$ cat config.mk
export PLATFORM = sky130hd
export DESIGN_NAME = bp_fe_bp_gshare_spec
export DESIGN_NICKNAME = d
export VERILOG_FILES = /design/src/rtl/bp_fe_bp_gshare_spec.sv
export SDC_FILE = /design/constraint.sdc
export NUM_CORES = 2
export LEC_CHECK = 0
export ABC_AREA = 1
export CORE_MARGIN = 4
export CORE_UTILIZATION = 27
export CTS_CLUSTER_SIZE = 8
export DETAILED_ROUTE_END_ITERATION = 12
export PLACE_DENSITY = 0.46
export SLEW_MARGIN = 20
export SYNTH_ARGS = -nofsm -noshare
export SYNTH_HDL_FRONTEND = slang
export SYNTH_SLANG_ARGS = --single-unit
$ cat constraint.sdc
create_clock -name clk_i -period 67.1 [get_ports clk_i]
set_input_delay 6.71 -clock clk_i [delete_from_list [all_inputs] [get_ports clk_i]]
set_output_delay 6.71 -clock clk_i [all_outputs]
set_load 0.02 [all_outputs]
$ cat src/rtl/bp_fe_bp_gshare_spec.sv
// Gshare branch direction predictor with speculative global history,
// per-prediction history checkpoints, redirect restore and a post-reset init sweep.
module bp_fe_bp_gshare_spec #(
    parameter int bht_idx_width_p   = 10,
    parameter int ghist_width_p     = 8,
    parameter int bp_cnt_sat_bits_p = 2
) (
    input  logic                       clk_i,
    input  logic                       reset_i,
    output logic                       init_done_o,

    input  logic                       r_v_i,
    input  logic [bht_idx_width_p-1:0] idx_r_i,
    output logic                       predict_v_o,
    output logic                       predict_o,
    output logic [ghist_width_p-1:0]   ghist_o,

    input  logic                       w_v_i,
    input  logic [bht_idx_width_p-1:0] idx_w_i,
    input  logic [ghist_width_p-1:0]   ghist_w_i,
    input  logic                       taken_i,

    input  logic                       redirect_v_i,
    input  logic [ghist_width_p-1:0]   redirect_ghist_i,
    input  logic                       redirect_taken_i
);

    localparam int I = bht_idx_width_p;
    localparam int G = ghist_width_p;
    localparam int N = bp_cnt_sat_bits_p;
    localparam int els_lp = 1 << I;
    localparam logic [N-1:0] cnt_init_lp = N'((1 << (N - 1)) - 1);
    localparam logic [N-1:0] cnt_max_lp  = '1;

    typedef enum logic {
        e_init,
        e_run
    } state_e;

    state_e         state_r, state_n;
    logic [I-1:0]   init_cnt_r;
    logic [G-1:0]   ghist_r, ghist_n;
    logic [N-1:0]   mem_r [els_lp];

    logic           run;
    logic [I-1:0]   idx_r_hash, idx_w_hash;
    logic [N-1:0]   w_cnt, w_cnt_n, r_cnt;
    logic           pred;
    logic           unused_redirect_msb;

    assign run                 = (state_r == e_run);
    assign init_done_o         = run;
    assign unused_redirect_msb = redirect_ghist_i[G-1];

    always_ff @(posedge clk_i or posedge reset_i) begin
        if (reset_i) begin
            state_r    <= e_init;
            init_cnt_r <= '0;
        end else begin
            state_r <= state_n;
            if (state_r == e_init) begin
                init_cnt_r <= init_cnt_r + 1'b1;
            end
        end
    end

    always_comb begin
        state_n = state_r;
        if (state_r == e_init && init_cnt_r == '1) begin
            state_n = e_run;
        end
    end

    // History is zero-extended on the MSB side before hashing.
    assign idx_r_hash = idx_r_i ^ I'(ghist_r);
    assign idx_w_hash = idx_w_i ^ I'(ghist_w_i);

    assign w_cnt = mem_r[idx_w_hash];

    always_comb begin
        w_cnt_n = w_cnt;
        if (taken_i) begin
            if (w_cnt != cnt_max_lp) begin
                w_cnt_n = w_cnt + 1'b1;
            end
        end else begin
            if (w_cnt != '0) begin
                w_cnt_n = w_cnt - 1'b1;
            end
        end
    end

    // Write-first bypass so a same-cycle update is visible to the read.
    always_comb begin
        r_cnt = mem_r[idx_r_hash];
        if (w_v_i && idx_w_hash == idx_r_hash) begin
            r_cnt = w_cnt_n;
        end
    end

    assign pred = r_cnt[N-1];

    always_ff @(posedge clk_i) begin
        if (!run) begin
            mem_r[init_cnt_r] <= cnt_init_lp;
        end else if (w_v_i) begin
            mem_r[idx_w_hash] <= w_cnt_n;
        end
    end

    // Redirect restore takes priority over the speculative shift.
    always_comb begin
        ghist_n = ghist_r;
        if (run) begin
            if (redirect_v_i) begin
                ghist_n = {redirect_ghist_i[G-2:0], redirect_taken_i};
            end else if (r_v_i) begin
                ghist_n = {ghist_r[G-2:0], pred};
            end
        end
    end

    always_ff @(posedge clk_i or posedge reset_i) begin
        if (reset_i) begin
            ghist_r     <= '0;
            predict_v_o <= 1'b0;
            predict_o   <= 1'b0;
            ghist_o     <= '0;
        end else begin
            ghist_r     <= ghist_n;
            predict_v_o <= run & r_v_i;
            if (run && r_v_i) begin
                predict_o <= pred;
                ghist_o   <= ghist_r;
            end
        end
    end

endmodule

# == Word-level counts from Yosys, hierarchy flattened ==
# Memory sizes are Yosys's and may differ from the RTL's.
# Index checks and enable logic that the tools add are counted.
# op_classes
reduce_logical,7
multipliers,0
shift,0
n_div,0
eq_ne,3
bitwise_logic,4
n_mux,13
n_lt_le_gt_ge,0
addsub,3
# op_table
op,n
10-bit by 8-bit bitwise XOR with 10-bit output,2
8-bit two-way mux,2
10-bit by 1-bit adder with 10-bit output (second input constant),1
10-bit equality test,1
10-bit equality test (second input constant),1
10-bit two-way mux,1
2-bit two-way mux,5
1-bit two-way mux,5
2-bit nonzero test,2
1-bit logical AND,3
2-bit by 1-bit adder with 2-bit output (second input constant),1
2-bit inequality test (second input constant),1
2-bit AND reduction,1
2-bit OR reduction,1
2-bit by 1-bit subtractor with 2-bit output (second input constant),1
1-bit bitwise AND,1
1-bit NOT,1
# word_totals
mem_count,1
wordCells,37
latch_bits,0
ff_bits,29
input_bits,43
ram_bits,2048
mem_bits_ro,0
# memory_table
memory,words,width,rd,rd_clocked_by_memory_dff,write_ports,line,source
mem_r,1024,2,2,0,1,43,logic [N-1:0] mem_r [els_lp];

# == Depth between registers and ports, before layout ==
# An unclocked memory read counts as a cell.
# depth
word_depth,8
depth_mapped,24

# == Least setup slack after synthesis ==
# OpenSTA, ideal clock, no wires.
# synth_path
path_kind,input to register
from,in ghist_w_i[0]
to,"mem mem_r[0][1] (netlist bit), data pin"
n_path_buf,2
stages,19
arrival_ps,35496
required_time_ps,61418
path_slack_ps,25922
cell_sequence,inv_1 -> nand2_1 -> nand2_2 -> buf_4 -> clkbuf_1 -> nand2_1 -> nand3_1 -> nand3_1 -> nand3_1 -> nand3_1 -> nand3_1 -> nand3_1 -> nand3_1 -> nand3_1 -> nand3_1 -> nand2_1 -> nand2_1 -> nand2_1 -> a21oi_1
# synth_between
elab_chain_len,6
word_cells_on_any_way,10
cone_classes,add/sub: 2; eq/ne: 1; mux: 4; bitwise: 1; reduce/logical: 1; memory: 1
# synth_lines
element,line,source
from (decl),20,"input logic [ghist_width_p-1:0] ghist_w_i,"
10-bit by 8-bit bitwise XOR with 10-bit output (*),76,assign idx_w_hash = idx_w_i ^ I'(ghist_w_i);
memory 1024 x 2 bit (*),n/a,
"2-bit by 1-bit subtractor with 2-bit output, or another cell as far along",88,w_cnt_n = w_cnt - 1'b1;
2-bit two-way mux (on tied branches),"87, 83",
2-bit two-way mux (*),82,if (taken_i) begin
2-bit two-way mux (no source line) (*),n/a,
to (decl),43,
# Every way passes the cells marked *; elsewhere a longest branch is shown, timed or not.

# == Worst setup path in the final report ==
# layout_path
from,in ghist_w_i[0]
to,"mem mem_r[501][1] (netlist bit), data pin"
# The elaborated chain is that of the path after synthesis.

==> impl_metrics.csv <==
group,metric,value,unit
global_routing,top_usage_layer,"met2",
die,die_y,616.4,microns
drt,wl,380200,microns
drt,antenna_left,0,
status,status,"complete, no violations",
sta,period_needed,16.45,ns
sta,whs,0.4920,ns
cts,path_clk_slew,0.05,ns
sta,min_period_over_period,24.51,%
yosys,synthFlopType,"edfxtp_1",
sta,finalHoldViolCount,0,
sta,drv_slew,0,
layout,fillers,37850,
global_routing,grt_start_max_net_pins,247,
cts,numClockSinks,2077,
pwr,p_leak,40.15,nW
cts,htreeDepth,5,
critical_path,critPathCaptureType,"flop",
drt,dr.pass1.iters,6,
sta,worstMarginPinSlew,1.202,ns
critical_path,cpMostUsedCell,"nand3_1",
cts,clock_path_buffers,4,
cts,ctsHoldBuffers,0,
drt,via_per_inst,5.313,
yosys,synth.avg_cell_area,9.992,sq um
cts,clock_latency,0.87,ns
die,rows,223,
cts,cts_tree,"yes",
yosys,yosysWarnings,0,
die,die_w,616.4,microns
global_routing,grt_util_met2,31.60,%
layout,nNetsFinal,9743,
critical_path,worstPathMaxFanout,232,
critical_path,worstPathRequired,67.60,ns
place,place_hpwl,195700,microns
global_routing,gr-usage-met3,2.984,%
die,io_pins,54,
global_routing,grt_usage,19.30,%
drt,vias,78210,
critical_path,arrival,16.95,ns
layout,layout-drive-gt1-share,11.47,%
global_routing,antenna_found_initial,24,
yosys,synth-seq-area-share,62.26,%
sta,clock_skew,0.05012,ns
global_routing,grt_util_met1,25.35,%
drt,wl_per_cell,25.83,microns
worst_hold_path,min_path_type,"flop to flop",
pwr,p_per_area,27.25,nW/um^2
sta,grt_setup_unrepaired,"false",
yosys,syn-cell-area,99940,sq um
global_routing,gr-total-overflow,0,
sta,fin_setup_tns,0,ns
die,initial_core_util,27.09,%
yosys,synth_top_area_share,61.54,%
global_routing,grt_pass1_wl,543000,microns
yosys,synthTopCellsByArea,"edfxtp_1 (62%), nand3_1 (9.4%), nand2_1 (5.4%)",
layout,postLayoutCellArea,113300,sq um
cts,cts_buffers,302,
place,portBuffers,52,
pwr,post-layout-total-power,3.088,mW
global_routing,grt_pass1_vias,77680,
sta,final-setup-viol-count,0,
drt,drc,0,
flow_run,maxCapViolations,0,
critical_path,startpoint_type,"primary input",
yosys,synthArstFlopShare,1.396,%
critical_path,critPathKind,"primary input to flop",
yosys,synth_nets,10050,
place,place_congestion,0.8137,
die,fp.coreArea,368900,sq um
sta,relSlewSlack,19.89,%
layout,syn2layout_area_growth,13.38,%
yosys,synth_top_cell_by_area,"edfxtp_1",
cts,cts_setup_buffers,0,
cts,cts-root-buf,"clkbuf_16",
yosys,syn_inst,10000,
place,placed_cell_area,105100,sq um
die,die_area,379900,sq um
pwr,irDropWorstVdd,0.00001935,V
critical_path,cp_cell_sequence,"clkdlybuf4s50_1 -> nand2_1 -> nand2_8 -> buf_4 -> buf_4 -> buf_4 -> nand2_1 -> o211ai_1 -> nand3_1 -> nand3_1 -> nand3_1 -> nand3_1 -> nand3_1 -> nand3_1 -> nand3_1 -> nand3_1 -> nand3_1 -> a21oi_4 -> buf_12 -> buf_12 -> buf_6 -> buf_4",
critical_path,cpPeakStageDelay,1.08,ns
yosys,ys_types,35,
yosys,synth_edf_count,2048,
drt,drt_iter0_drc,8621,
yosys,ys_ff_latch,2077,
cts,cts-resized-gates,0,
critical_path,crit_slowest_cell,"nand2_8",
sta,clock.fmax,60.80,MHz
## path summary, 6_finish.rpt
check / cells past startpoint / from / end / slack [ns]
max: 22 / ghist_w_i[0] / mem_r[501][1] / 50.65
min: 2 / ghist_o[0] / ghist_o[0] / 0.49
max reg2reg: 21 / ghist_r[0] / ghist_r[0] / 60.87
min reg2reg: 2 / ghist_o[0] / ghist_o[0] / 0.49
max in group asynchronous: 3 / reset_i / init_cnt_r[9] / 60.31
min in group asynchronous: 2 / reset_i / ghist_r[3] / 6.06
## layout by cell type, fill, tap and decap left out, types with 3 or more instances in the layout
master	n
buf_12	19
buf_4	179
buf_6	4
clkbuf_1	42
clkbuf_16	313
clkdlybuf4s50_1	52
clkinv_1	6
dfrtp_1	29
diode_2	6
edfxtp_1	2048
inv_1	430
inv_2	3
inv_6	7
inv_8	5
nand2_1	1403
nand2_4	32
nand2_8	3
nand3_1	1871
nand4_1	3
nor2_1	1341
nor3_1	9
o211ai_1	664
o21ai_0	559
o21ai_1	32
o22ai_1	66
or2_0	7
or2_1	66
or2_2	529
xnor2_1	5
xnor2_2	9
xnor2_4	4
xor2_1	4
## layer usage
layer | part of all wire, % | vias to the layer above
met1 | 41 | 39150
li1 | - | 34490
met5 | 0 | -
met2 | 46 | 3744
met4 | 4.6 | 0
met3 | 8.0 | 825
## power breakdown
group	internal [mW]	total, mW	switching [mW]
Sequential	1.41	1.41	0
Clock	0.826	1.38	0.550
Combinational	0.0867	0.307	0.220
Total	2.32	3.09	0.770
## flip-flops by register name, indices dropped and copies added (netlist names)
signal and flops:
ghist_o 8, ghist_r 8, init_cnt_r 10, init_done_o 1
mem_r 2048, predict_o 1, predict_v_o 1
## critical path, delay by kind of cell
family / cells / cell delay (ns)
buffers and inverters: 8 / 5.75
and+or+nand+nor: 12 / 3.49
AOI/OAI and AO/OA: 2 / 0.39
## metrics by stage
stage,utilization (%),setup WS (ns),std cells
after global placement,28.50,49.56,14340
after CTS,30.70,50.75,14710
after global routing,30.72,50.00,14720
after detailed placement,28.50,49.85,14340
after floorplan,-,25.92,10000
final,30.72,50.65,14720
## synthesized netlist by cell type, types with 5 or more instances
library cell / instances
edfxtp_1: 2048
nand3_1: 1871
nand2_1: 1436
nor2_1: 1341
o211ai_1: 664
o21ai_0: 559
or2_2: 529
clkbuf_1: 436
inv_1: 436
buf_2: 346
buf_1: 66
o22ai_1: 66
or2_1: 66
o21ai_1: 32
dfrtp_1: 29
xnor2_1: 14
nor3_1: 10
buf_6: 7
or2_0: 7
buf_4: 6
inv_2: 5
## logic make-up (layout without fill, tap and decap cells)
kind of cell	Yosys count	count (layout)	share of synthesized area, %
buffers and inverters	1306	1068	5.415
other	0	6	0
AOI/OAI and AO/OA	1327	1327	8.408
DFF	2077	2077	62.26
xor gates and xnor gates	22	22	0.2228
adders and majority gates	1	1	0.01252
and+or+nand+nor	5269	5269	23.68
## layout make-up
cell class	instances	area, sq um	area share, %
diodes	6	15.01	0.01325
clock buffers	355	7990	7.051
clock inverters	14	145.1	0.1281
inverters	444	1710	1.509
multi-input cells	6619	32720	28.87
flip-flops and latches	2077	62220	54.91
well taps	4950	6193	5.466
repair buffers	255	2317	2.045
Power figures use the tool's default switching activity.
